[src/rtl/mem_pipe_stage.sv]
// Memory stage with MEM/WB latch: issues data-cache requests, formats sub-word
// loads/stores, flags misaligned accesses and latches results under stall/flush.
module mem_pipe_stage #(
  parameter int WORD_W   = 32,
  parameter int REGSEL_W = 2,
  parameter int REGBIT_W = 5
) (
  input  logic                CLK,
  input  logic                nRST,
  input  logic                in_valid,
  input  logic [WORD_W-1:0]   nPC,
  input  logic [WORD_W-1:0]   ALUOut,
  input  logic [WORD_W-1:0]   storeData,
  input  logic                regWr,
  input  logic [REGSEL_W-1:0] regSel,
  input  logic [REGBIT_W-1:0] regDst,
  input  logic                memRead,
  input  logic                memWrite,
  input  logic [1:0]          memSize,
  input  logic                memSigned,
  input  logic                ihit,
  input  logic                flush,
  output logic                dmemREN,
  output logic                dmemWEN,
  output logic [WORD_W-1:0]   dmemaddr,
  output logic [WORD_W-1:0]   dmemstore,
  output logic [WORD_W/8-1:0] dmemBE,
  input  logic [WORD_W-1:0]   dmemload,
  input  logic                dhit,
  output logic                stall_out,
  output logic                valid_next,
  output logic                regWr_next,
  output logic                err_next,
  output logic [WORD_W-1:0]   nPC_next,
  output logic [WORD_W-1:0]   ALUOut_next,
  output logic [WORD_W-1:0]   dmemload_next,
  output logic [REGSEL_W-1:0] regSel_next,
  output logic [REGBIT_W-1:0] regDst_next
);

  localparam int BE_W = WORD_W / 8;
  localparam logic [0:0] ST_IDLE = 1'b0;
  localparam logic [0:0] ST_DONE = 1'b1;

  function automatic logic [WORD_W-1:0] fmt_load(input logic [WORD_W-1:0] src,
                                                 input logic [1:0] a,
                                                 input logic [1:0] size,
                                                 input logic sgn);
    logic [WORD_W-1:0] sh;
    logic [WORD_W-1:0] r;
    sh = src >> {a, 3'b000};
    case (size)
      2'd0:    r = {{(WORD_W-8){sgn & sh[7]}}, sh[7:0]};
      2'd1:    r = {{(WORD_W-16){sgn & sh[15]}}, sh[15:0]};
      default: r = src;
    endcase
    return r;
  endfunction

  logic [0:0]          state_q, state_d;
  logic [WORD_W-1:0]   hold_q, hold_d;
  logic                valid_q, valid_d, regwr_q, regwr_d, err_q, err_d;
  logic [WORD_W-1:0]   npc_q, npc_d, alu_q, alu_d, load_q, load_d;
  logic [REGSEL_W-1:0] regsel_q, regsel_d;
  logic [REGBIT_W-1:0] regdst_q, regdst_d;

  logic              memop_s, mis_s, is_load_s, adv_s;
  logic [1:0]        a_s;
  logic [WORD_W-1:0] load_src_s, load_fmt_s;

  assign a_s       = ALUOut[1:0];
  assign memop_s   = in_valid & (memRead | memWrite);
  assign mis_s     = memop_s & (((memSize == 2'd1) & a_s[0]) |
                                ((memSize >= 2'd2) & (a_s != 2'b00)));
  assign is_load_s = in_valid & memRead & ~mis_s;
  assign dmemREN   = memop_s & memRead  & ~mis_s & (state_q == ST_IDLE);
  assign dmemWEN   = memop_s & memWrite & ~mis_s & (state_q == ST_IDLE);
  assign stall_out = memop_s & ~mis_s & (state_q == ST_IDLE) & ~dhit;
  assign adv_s     = ihit & ~stall_out;
  assign dmemaddr  = {ALUOut[WORD_W-1:2], 2'b00};

  // In DONE the hold register is authoritative; a stray dhit there is ignored.
  assign load_src_s = (state_q == ST_DONE) ? hold_q : dmemload;
  assign load_fmt_s = fmt_load(load_src_s, a_s, memSize, memSigned);

  // Store lane replication and byte-enable generation.
  always_comb begin
    dmemstore = storeData;
    dmemBE    = {BE_W{1'b1}};
    if (memWrite) begin
      case (memSize)
        2'd0: begin
          for (int i = 0; i < BE_W; i++) dmemstore[8*i +: 8] = storeData[7:0];
          dmemBE = {{(BE_W-1){1'b0}}, 1'b1} << a_s;
        end
        2'd1: begin
          for (int i = 0; i < BE_W; i++) dmemstore[8*i +: 8] = storeData[8*(i%2) +: 8];
          dmemBE = {{(BE_W-2){1'b0}}, 2'b11} << a_s;
        end
        default: begin
          dmemstore = storeData;
          dmemBE    = {BE_W{1'b1}};
        end
      endcase
    end else begin
      dmemstore = storeData;
      dmemBE    = {BE_W{1'b1}};
    end
  end

  // Completion FSM: park cache data when it returns while the pipe is frozen.
  always_comb begin
    state_d = state_q;
    hold_d  = hold_q;
    case (state_q)
      ST_IDLE: begin
        if (memop_s & ~mis_s & dhit & ~adv_s) begin
          state_d = ST_DONE;
          hold_d  = dmemload;
        end else begin
          state_d = ST_IDLE;
        end
      end
      ST_DONE: begin
        if (adv_s) state_d = ST_IDLE;
        else       state_d = ST_DONE;
      end
      default: state_d = ST_IDLE;
    endcase
  end

  // MEM/WB latch next-state: hold, bubble or capture.
  always_comb begin
    valid_d  = valid_q;
    regwr_d  = regwr_q;
    err_d    = err_q;
    npc_d    = npc_q;
    alu_d    = alu_q;
    load_d   = load_q;
    regsel_d = regsel_q;
    regdst_d = regdst_q;
    if (adv_s) begin
      if (flush) begin
        valid_d  = 1'b0;
        regwr_d  = 1'b0;
        err_d    = 1'b0;
        npc_d    = '0;
        alu_d    = '0;
        load_d   = '0;
        regsel_d = '0;
        regdst_d = '0;
      end else begin
        valid_d  = in_valid;
        regwr_d  = regWr & in_valid & ~mis_s;
        err_d    = mis_s;
        npc_d    = nPC;
        alu_d    = ALUOut;
        load_d   = is_load_s ? load_fmt_s : '0;
        regsel_d = regSel;
        regdst_d = regDst;
      end
    end else begin
      valid_d = valid_q;
    end
  end

  // State and latch registers.
  always_ff @(posedge CLK or negedge nRST) begin
    if (!nRST) begin
      state_q  <= ST_IDLE;
      hold_q   <= '0;
      valid_q  <= 1'b0;
      regwr_q  <= 1'b0;
      err_q    <= 1'b0;
      npc_q    <= '0;
      alu_q    <= '0;
      load_q   <= '0;
      regsel_q <= '0;
      regdst_q <= '0;
    end else begin
      state_q  <= state_d;
      hold_q   <= hold_d;
      valid_q  <= valid_d;
      regwr_q  <= regwr_d;
      err_q    <= err_d;
      npc_q    <= npc_d;
      alu_q    <= alu_d;
      load_q   <= load_d;
      regsel_q <= regsel_d;
      regdst_q <= regdst_d;
    end
  end

  assign valid_next    = valid_q;
  assign regWr_next    = regwr_q;
  assign err_next      = err_q;
  assign nPC_next      = npc_q;
  assign ALUOut_next   = alu_q;
  assign dmemload_next = load_q;
  assign regSel_next   = regsel_q;
  assign regDst_next   = regdst_q;

endmodule

[config.mk]
export PLATFORM = sky130hd
export DESIGN_NAME = mem_pipe_stage
export DESIGN_NICKNAME = d
export VERILOG_FILES = /design/src/rtl/mem_pipe_stage.sv
export SDC_FILE = /design/constraint.sdc
export NUM_CORES = 1
export LEC_CHECK = 0
export ABC_AREA = 1
export BUFFER_PORTS_ARGS = -buffer_cell sky130_fd_sc_hd__buf_4
export CAP_MARGIN = 25
export CORE_MARGIN = 2
export CORE_UTILIZATION = 52
export CTS_CLUSTER_DIAMETER = 80
export DETAILED_ROUTE_END_ITERATION = 6
export PLACE_DENSITY = 0.86
export SLEW_MARGIN = 20
export SYNTH_ARGS = -nofsm -noshare
export SYNTH_HDL_FRONTEND = slang
export SYNTH_SLANG_ARGS = --single-unit
[constraint.sdc]
create_clock -name CLK -period 2.7 [get_ports CLK]
set_input_delay 0.405 -clock CLK [delete_from_list [all_inputs] [get_ports CLK]]
set_output_delay 0.405 -clock CLK [all_outputs]
set_load 0.02 [all_outputs]
# Yosys cells after proc, flatten, opt, wreduce, memory -nomap -nowiden
# Index checks and enable logic that the tools add are counted.
# op_classes
add_sub_neg,0
mul,0
div_mod_pow,0
order_cmp,1
n_eq_ne,1
n_shift,3
muxes,18
bitwise,29
reduce_logical,3
# op_table
operator,count
2-to-1 mux 32 bit,6
case mux 32 bit (2 select lines),2
right shift 32 x 5 -> 16 bit,1
bitwise AND 1 bit,22
case mux 4 bit (2 select lines),1
2-to-1 mux 1 bit,5
2-to-1 mux 5 bit,1
inverter 1 bit,5
2-to-1 mux 4 bit,1
"left shift 1 x 2 -> 4 bit, first input constant",1
"left shift 2 x 2 -> 4 bit, first input constant",1
"equality test 2 x 1 -> 1 bit, second input constant",1
"greater-or-equal comparator 2 bit, second input constant",1
logical NOT 2 bit,1
2-to-1 mux 2 bit,1
OR 1 bit,2
case mux 1 bit (2 select lines),1
AND reduction 2 bit,1
nonzero test 2 bit,1
# totals
register_bits,139
latch_bits,0
ramBits,0
romBits,0
inputBits,147
output_inout_bits,177
elab_cells,65
mem_count,0

# Logic depth before layout (Yosys ltp)
# Gate-level depths: netlist of the first run.
# logic_depth
ltp_word,14
ltp_mapped,12
mapped_depth_nobuf,11

# Least setup slack after synthesis of the first run
# Ideal clock, no wire load.
# synth_timing
path_kind,input -> output
startpoint,input port memWrite
endpoint,output port dmemstore[23]
arrival_time_ps,1534
required_ps,2295
slack_ps,761
cell_stages,6
n_path_buf,2
path_cell_list,buf_2 > inv_1 > nor2_1 > inv_1 > clkbuf_1 > o21ai_0
# synth_via
elab_chain_len,1
# synth_rtl
item,line_no,source
"start, declared",18,"input logic memWrite,"
2-to-1 mux 32 bit,90,if (memWrite) begin
"end, declared",26,"output logic [WORD_W-1:0] dmemstore,"
# Every way passes these cells.

# Final worst setup path of the first run
# layout_timing
startpoint,input port memSize[1]
endpoint,output port dmemBE[0]
# layout_via
elab_chain_len,3
elab_cells_between_ends,4
cone_classes,eq/ne (1); mux (2); reduce/logical (1)
# layout_rtl
item,line_no,source
"start, declared",19,"input logic [1:0] memSize,"
equality test 2 x 1 -> 1 bit or logical NOT 2 bit (tied branches),91,case (memSize)
case mux 4 bit (2 select lines) (*),91,
2-to-1 mux 4 bit (*),90,
"end, declared",27,"output logic [WORD_W/8-1:0] dmemBE,"
# Every way passes the cells marked *; elsewhere a longest branch is shown, timed or not.

==> out/metrics.csv, run 1 <==
stage;metric;value;unit
timing;minimum clock period;2080;ps
power_and_ir_drop;Clock Power Share;38.0;%
cts;root buffer cell;clkbuf_16;
finish;final non-filler cell total;1459;
power_and_ir_drop;Sw Pwr;0.00201;W
critical_path;CP dominant cell by count;buf_4;
finish;Layout area overhead;36.9;%
outcome;status;complete, no violations;
floorplan;die area;0.0155;mm²
critical_path;CP cell instances;buf_4 > clkinv_4 > buf_4 > o21ai_1 > inv_2 > nand2_1 > buf_4;
finish;fraction of layout cells with a size suffix above 1;33.9;%
power_and_ir_drop;P_int;0.00430;W
floorplan;core area;0.0144;mm²
critical_path;Arr. time, crit path;1680;ps
timing;Hold Worst Slack;229;ps
floorplan;# IOs;324;
critical_path;crit-path max cell delay;300;ps
synth;Ys Warns;0;
placement;HPWL Detailed;18200;µm
power_and_ir_drop;LEAKAGE;5.68;nW
drt;vias post-DR;7636;
cts;Longest Clk Path Bufs;2;
synth;#FFs+latches synth;139;
timing;Fin. Hold Viols;0;
timing;Setup Skew;9.01;ps
cts;Worst-Skew Late Latency;440;ps
finish;commonest non-fill, non-tap cells in the layout;403 x nand2_1, 332 x buf_4, 138 x dfrtp_1;
timing;final number of setup-violating endpoints;0;
cts;PostCTS Resize Cnt;0;
synth;post-synthesis sequential area ratio;46.0;%
power_and_ir_drop;Comb power frac;23.3;%
timing;slew margin rel.;55.9;%
drt;Routed Antenna Nets;0;
finish;cell area after layout;0.0104;mm²
power_and_ir_drop;Seq pwr share;38.7;%
cts;CTS tree;built;
grt;first-pass GRT wire length;38100;µm
hold_path;Hold Path Class;input pin to register;
timing;RSZ-0062 raised after global routing;no;
synth;leading area contributor after synthesis;dfrtp_1;
cts;total clock sinks;139;
critical_path;critical path type;input pin to output pin;
synth;Yosys top cell area share;46.0;%
critical_path;worst path required time;2300;ps
placement;Port Buffers;321;
drt;mean routed wirelength per cell;16.6;µm
synth;Syn Std Cell Area;0.00757;mm²
cts;H-tree levels;4;
critical_path;slowest library cell on the worst path;buf_4;
finish;most common cell after layout, fill and taps aside;nand2_1;
critical_path;Max FO, Critical Path;30;
timing;fmax;480;MHz
synth;main area contributors after synthesis;dfrtp_1 46%, nand2_1 20%, o21ai_0 6.3%, buf_4 5.2%, o21ai_2 3.4%;
critical_path;nature of the critical path startpoint;input pin;
timing;TNS Setup;0;ps
cts;Worst-path clk slew;60;ps
placement;Placer Congestion;0.910;
grt;GR Util All Layers;31.1;%
timing;Worst Slack Setup Final;619;ps
placement;placed cell area;0.00976;mm²
drt;DR vias/cell;5.23;
cts;CTS buffer count;17;
floorplan;Chip Width;125;µm
grt;initial antenna violation count;0;
floorplan;Die H;125;µm
timing;final period utilization;77.1;%
timing;Max Slew Vio Count;0;
drt;final WL;24200;µm
power_and_ir_drop;pwr dens;609;mW/mm²
critical_path;critical path capture point type;output pin;
grt;largest net degree at the start of global routing;75;
finish;antenna fix cells;0;
synth;Cells after Synth;1001;
placement;Setup WS pre-CTS;637;ps
floorplan;Starting Density;52.7;%
drt;drt initial violations;586;
grt;vias in the first global route;7300;
grt;total grt overflow;0;
placement;DP Cell Count;1426;
drt;drt drc;0;
drt;DR pass1 iterations;5;
floorplan;std cell rows;44;
timing;worst-margin pin slew;661;ps
run;# Max-Cap Violations;0;
finish;Nets;1409;
power_and_ir_drop;worst vdd ir;0.000394;V
synth;Syn Area/Cell;7.56;µm²
power_and_ir_drop;Switching Fraction;31.8;%
synth;Netlist cell types;31;
[routing by layer]
metal / vias up / global-route usage [%] / wire [µm]
met2: 393 / 49.3 / 11500
met3: 63 / 7.86 / 2010
met5: - / 0 / 0
li1: 3646 / - / -
met1: 3534 / 40.9 / 9740
met4: 0 / 13.0 / 919
[Yosys cell counts (all sizes together)]
library cell	instances
conb	1
o211ai	15
nand2	422
dfrtp	139
nor3	1
a21oi	8
inv	70
buf	78
nor3b	1
o22ai	8
nand4	3
clkbuf	20
o21a	1
nand3b	1
nand3	26
clkinv	1
o21ai	154
nor2	52
[worst max-delay path: cells and delay by family]
family / cells / cell delay, ps
simple gates: 1 / 80
buf+inv: 5 / 920
compound gates: 1 / 250
[sequential cells by signal (all words and copies together) (netlist names)]
name	cells
err_next	1
regDst_next	5
regWr_next	1
valid_next	1
ALUOut_next	32
regSel_next	2
dmemload_next	32
nPC_next	32
hold_q	32
state_q	1
[area by class of cell]
type                    instances  area (µm²)
inverters                      71         274
clock inverters                15         174
fillers                      1150        4000
clock buffers                  17         425
well taps                     184         230
multi-input cells             694        3170
flip-flops and latches        139        3480
repair buffers                339        2610
[path summary, 6_finish.rpt]
check / from / to / slack (ps) / cells past startpoint
max in group asynchronous: nRST / nPC_next[13] / 1450 / 3
min in group asynchronous: nRST / hold_q[28] / 540 / 2
hold / removal: nPC[0] / nPC_next[0] / 230 / 3
hold reg to reg: hold_q[31] / hold_q[31] / 480 / 2
setup reg to reg: state_q / dmemload_next[27] / 720 / 10
setup / recovery: memSize[1] / dmemBE[0] / 620 / 7
[cells by family after synthesis]
kind of cell / share of synthesized area, %
other: 0.0495
AOI/OAI and AO/OA: 14.4
buffers and inverters: 12.3
and+or+nand+nor: 27.3
DFF: 46.0
[stage by stage]
| step | util [%] | total power (W) |
|---|---|---|
| after detailed placement | 67.9 | 0.00394 |
| after CTS | 72.1 | 0.00634 |
| after floorplan | - | 0.00330 |
| final | 72.1 | 0.00631 |
| after global routing | 72.1 | 0.00659 |
| after global placement | 67.9 | 0.00390 |
[power by group through the flow]
stage	clock, W	sequential (W)	combinational, W
CTS	0.00242	0.00244	0.00147
finish	0.00240	0.00244	0.00147
global placement	0	0.00246	0.00144
floorplan	0	0.00259	0.000710
global route	0.00252	0.00247	0.00159
detailed placement	0	0.00247	0.00146
[what timing repair did]
action | CTS | global route
hold buffers | 1 | 0
setup buffers | 0 | 0
setup endpoints to repair | 0 | 0
endpoints found under the hold margin | 26 | 0
Note: power is estimated with default switching activity, not from simulation.
==> run 2: changes to the inputs <==
CORE_UTILIZATION = 44   (was 52)
PLACE_DENSITY = 0.78   (was 0.86)
clock period = 1.7 ns   (was 2.7 ns; I/O delays follow)
==> out/metrics.csv, run 2 (same netlist as run 1, synthesis figures left out) <==
stage;metric;value;unit
power_and_ir_drop;P_int;0.00696;W
power_and_ir_drop;LEAKAGE;5.80;nW
critical_path;Max FO, Critical Path;57;
critical_path;R2R setup slack;80;ps
floorplan;std cell rows;47;
timing;fmax;618;MHz
timing;minimum clock period;1620;ps
power_and_ir_drop;Comb power frac;23.9;%
power_and_ir_drop;Sw Pwr;0.00317;W
placement;Placer Congestion;0.912;
power_and_ir_drop;worst vdd ir;0.000731;V
drt;mean routed wirelength per cell;16.4;µm
cts;CTS buffer count;17;
cts;root buffer cell;clkbuf_16;
placement;HPWL Detailed;18900;µm
floorplan;die area;0.0183;mm²
timing;RSZ-0062 raised after global routing;yes;
drt;drt initial violations;668;
critical_path;R2R Path End;dmemload_next[5];
grt;largest net degree at the start of global routing;58;
power_and_ir_drop;Seq pwr share;38.2;%
power_and_ir_drop;Pwr Total;0.0101;W
power_and_ir_drop;pwr dens;950;mW/mm²
floorplan;Die H;135;µm
critical_path;worst path required time;2060;ps
finish;Nets;1430;
cts;Worst-path clk slew;60;ps
grt;met3 Usage GRT;6.85;%
grt;total grt overflow;0;
floorplan;Starting Density;45.3;%
timing;Max Slew Vio Count;0;
cts;Longest Clk Path Bufs;2;
drt;Routed Antenna Nets;0;
cts;CTS tree;built;
drt;final WL;24800;µm
drt;vias post-DR;7653;
cts;H-tree levels;4;
run;# Max-Cap Violations;0;
critical_path;critical path type;register to register;
placement;Setup WS pre-CTS;69.8;ps
placement;DP Cell Count;1481;
hold_path;Min-Delay Path Depth;3;
finish;fraction of layout cells with a size suffix above 1;35.1;%
power_and_ir_drop;Clock Power Share;37.9;%
critical_path;Arr. time, crit path;1980;ps
grt;first-pass GRT wire length;37700;µm
power_and_ir_drop;Switching Fraction;31.3;%
drt;drt drc;0;
grt;busiest grt layer;met2;
cts;total clock sinks;139;
grt;GR Util All Layers;26.6;%
grt;met2 Use GR;43.0;%
floorplan;core area;0.0167;mm²
finish;final non-filler cell total;1516;
cts;Worst-Skew Late Latency;420;ps
hold_path;Hold EP;hold_q[13];
finish;Layout area overhead;40.9;%
finish;antenna fix cells;0;
finish;cell area after layout;0.0107;mm²
hold_path;HP Start;dmemload[13];
grt;initial antenna violation count;0;
timing;Fin. Hold Viols;0;
drt;DR pass1 iterations;6;
floorplan;Chip Width;135;µm
drt;DR vias/cell;5.05;
outcome;status;complete, no violations;
critical_path;Reg2Reg Launch Point;state_q;
timing;Worst Slack Setup Final;82.4;ps
critical_path;nature of the critical path startpoint;register;
finish;commonest non-fill, non-tap cells in the layout;403 x nand2_1, 346 x buf_4, 138 x dfrtp_1;
grt;vias in the first global route;7060;
grt;M1 GR Usage;34.5;%
placement;placed cell area;0.00999;mm²
timing;final period utilization;95.2;%
hold_path;Hold Path Class;input pin to register;
floorplan;# IOs;324;
timing;Setup Skew;9.10;ps
placement;Port Buffers;321;
critical_path;critical path capture point type;register;
timing;final number of setup-violating endpoints;0;
finish;most common cell after layout, fill and taps aside;nand2_1;
critical_path;Reg2Reg Depth;8;
## run 2: cell count changes in the layout (fill, tap and decap cells not counted), sizes merged
cell,change
buf,+19
inv,-4
clkbuf,+2
clkinv,+2
nand2,+1
nand3,+1
## run 2: through the flow
| stage | util (%) | hold slack, ps | setup TNS [ps] |
|---|---|---|---|
| finish | 63.9 | 91.4 | 0 |
| global route | 63.9 | 84.0 | -30.6 |
| CTS | 63.6 | 73.3 | 0 |
| detailed placement | 59.8 | 240 | 0 |
| global placement | 59.8 | 237 | 0 |
| floorplan | - | -40.6 | 0 |
## run 2: worst max path at each step
stage | from | slack, ps | cells past startpoint | to
after floorplan | memWrite | 60 | 6 | dmemstore[23]
after global placement | state_q | 80 | 11 | dmemload_next[31]
after detailed placement | state_q | 70 | 11 | dmemload_next[31]
after CTS | state_q | 0.6 | 8 | dmemload_next[5]
after global routing | state_q | -10 | 11 | dmemload_next[31]
final | state_q | 80 | 8 | dmemload_next[5]
## run 2: power by group through the flow
stage	registers [W]	logic [W]	clock network (W)
after floorplan	0.00412	0.00113	0
after global placement	0.00391	0.00235	0
after detailed placement	0.00393	0.00240	0
after CTS	0.00387	0.00241	0.00389
after global routing	0.00391	0.00263	0.00406
final	0.00388	0.00242	0.00384
## run 2: per-layer routing
metal,up-vias,part of all wire [%]
met3,52,8.4
met2,392,48
li1,3700,-
met4,0,2.9
met5,-,0
met1,3509,40
## run 2: timing repair
action,in CTS,in global routing
setup endpoints to repair,2,27
hold buffers,1,0
gates cloned,0,2
hold endpoints to repair,45,0
gates resized for setup,3,14
setup buffers,0,0
## run 2: area by class of cell
class / instances / area, µm²
fillers: 1471 / 6040
flip-flops and latches: 139 / 3480
multi-input cells: 696 / 3210
repair buffers: 358 / 2810
clock buffers: 19 / 453
inverters: 71 / 279
well taps: 220 / 275
clock inverters: 13 / 156
## run 2: critical path, cell delays in order (launching register included)
cell     delay, ps
dfrtp_2        450
buf_12         190
o21ai_1        270
inv_1          110
nand2_1         80
nand3_1        130
a21oi_1        170
nand2_1         70
nand2_1         70
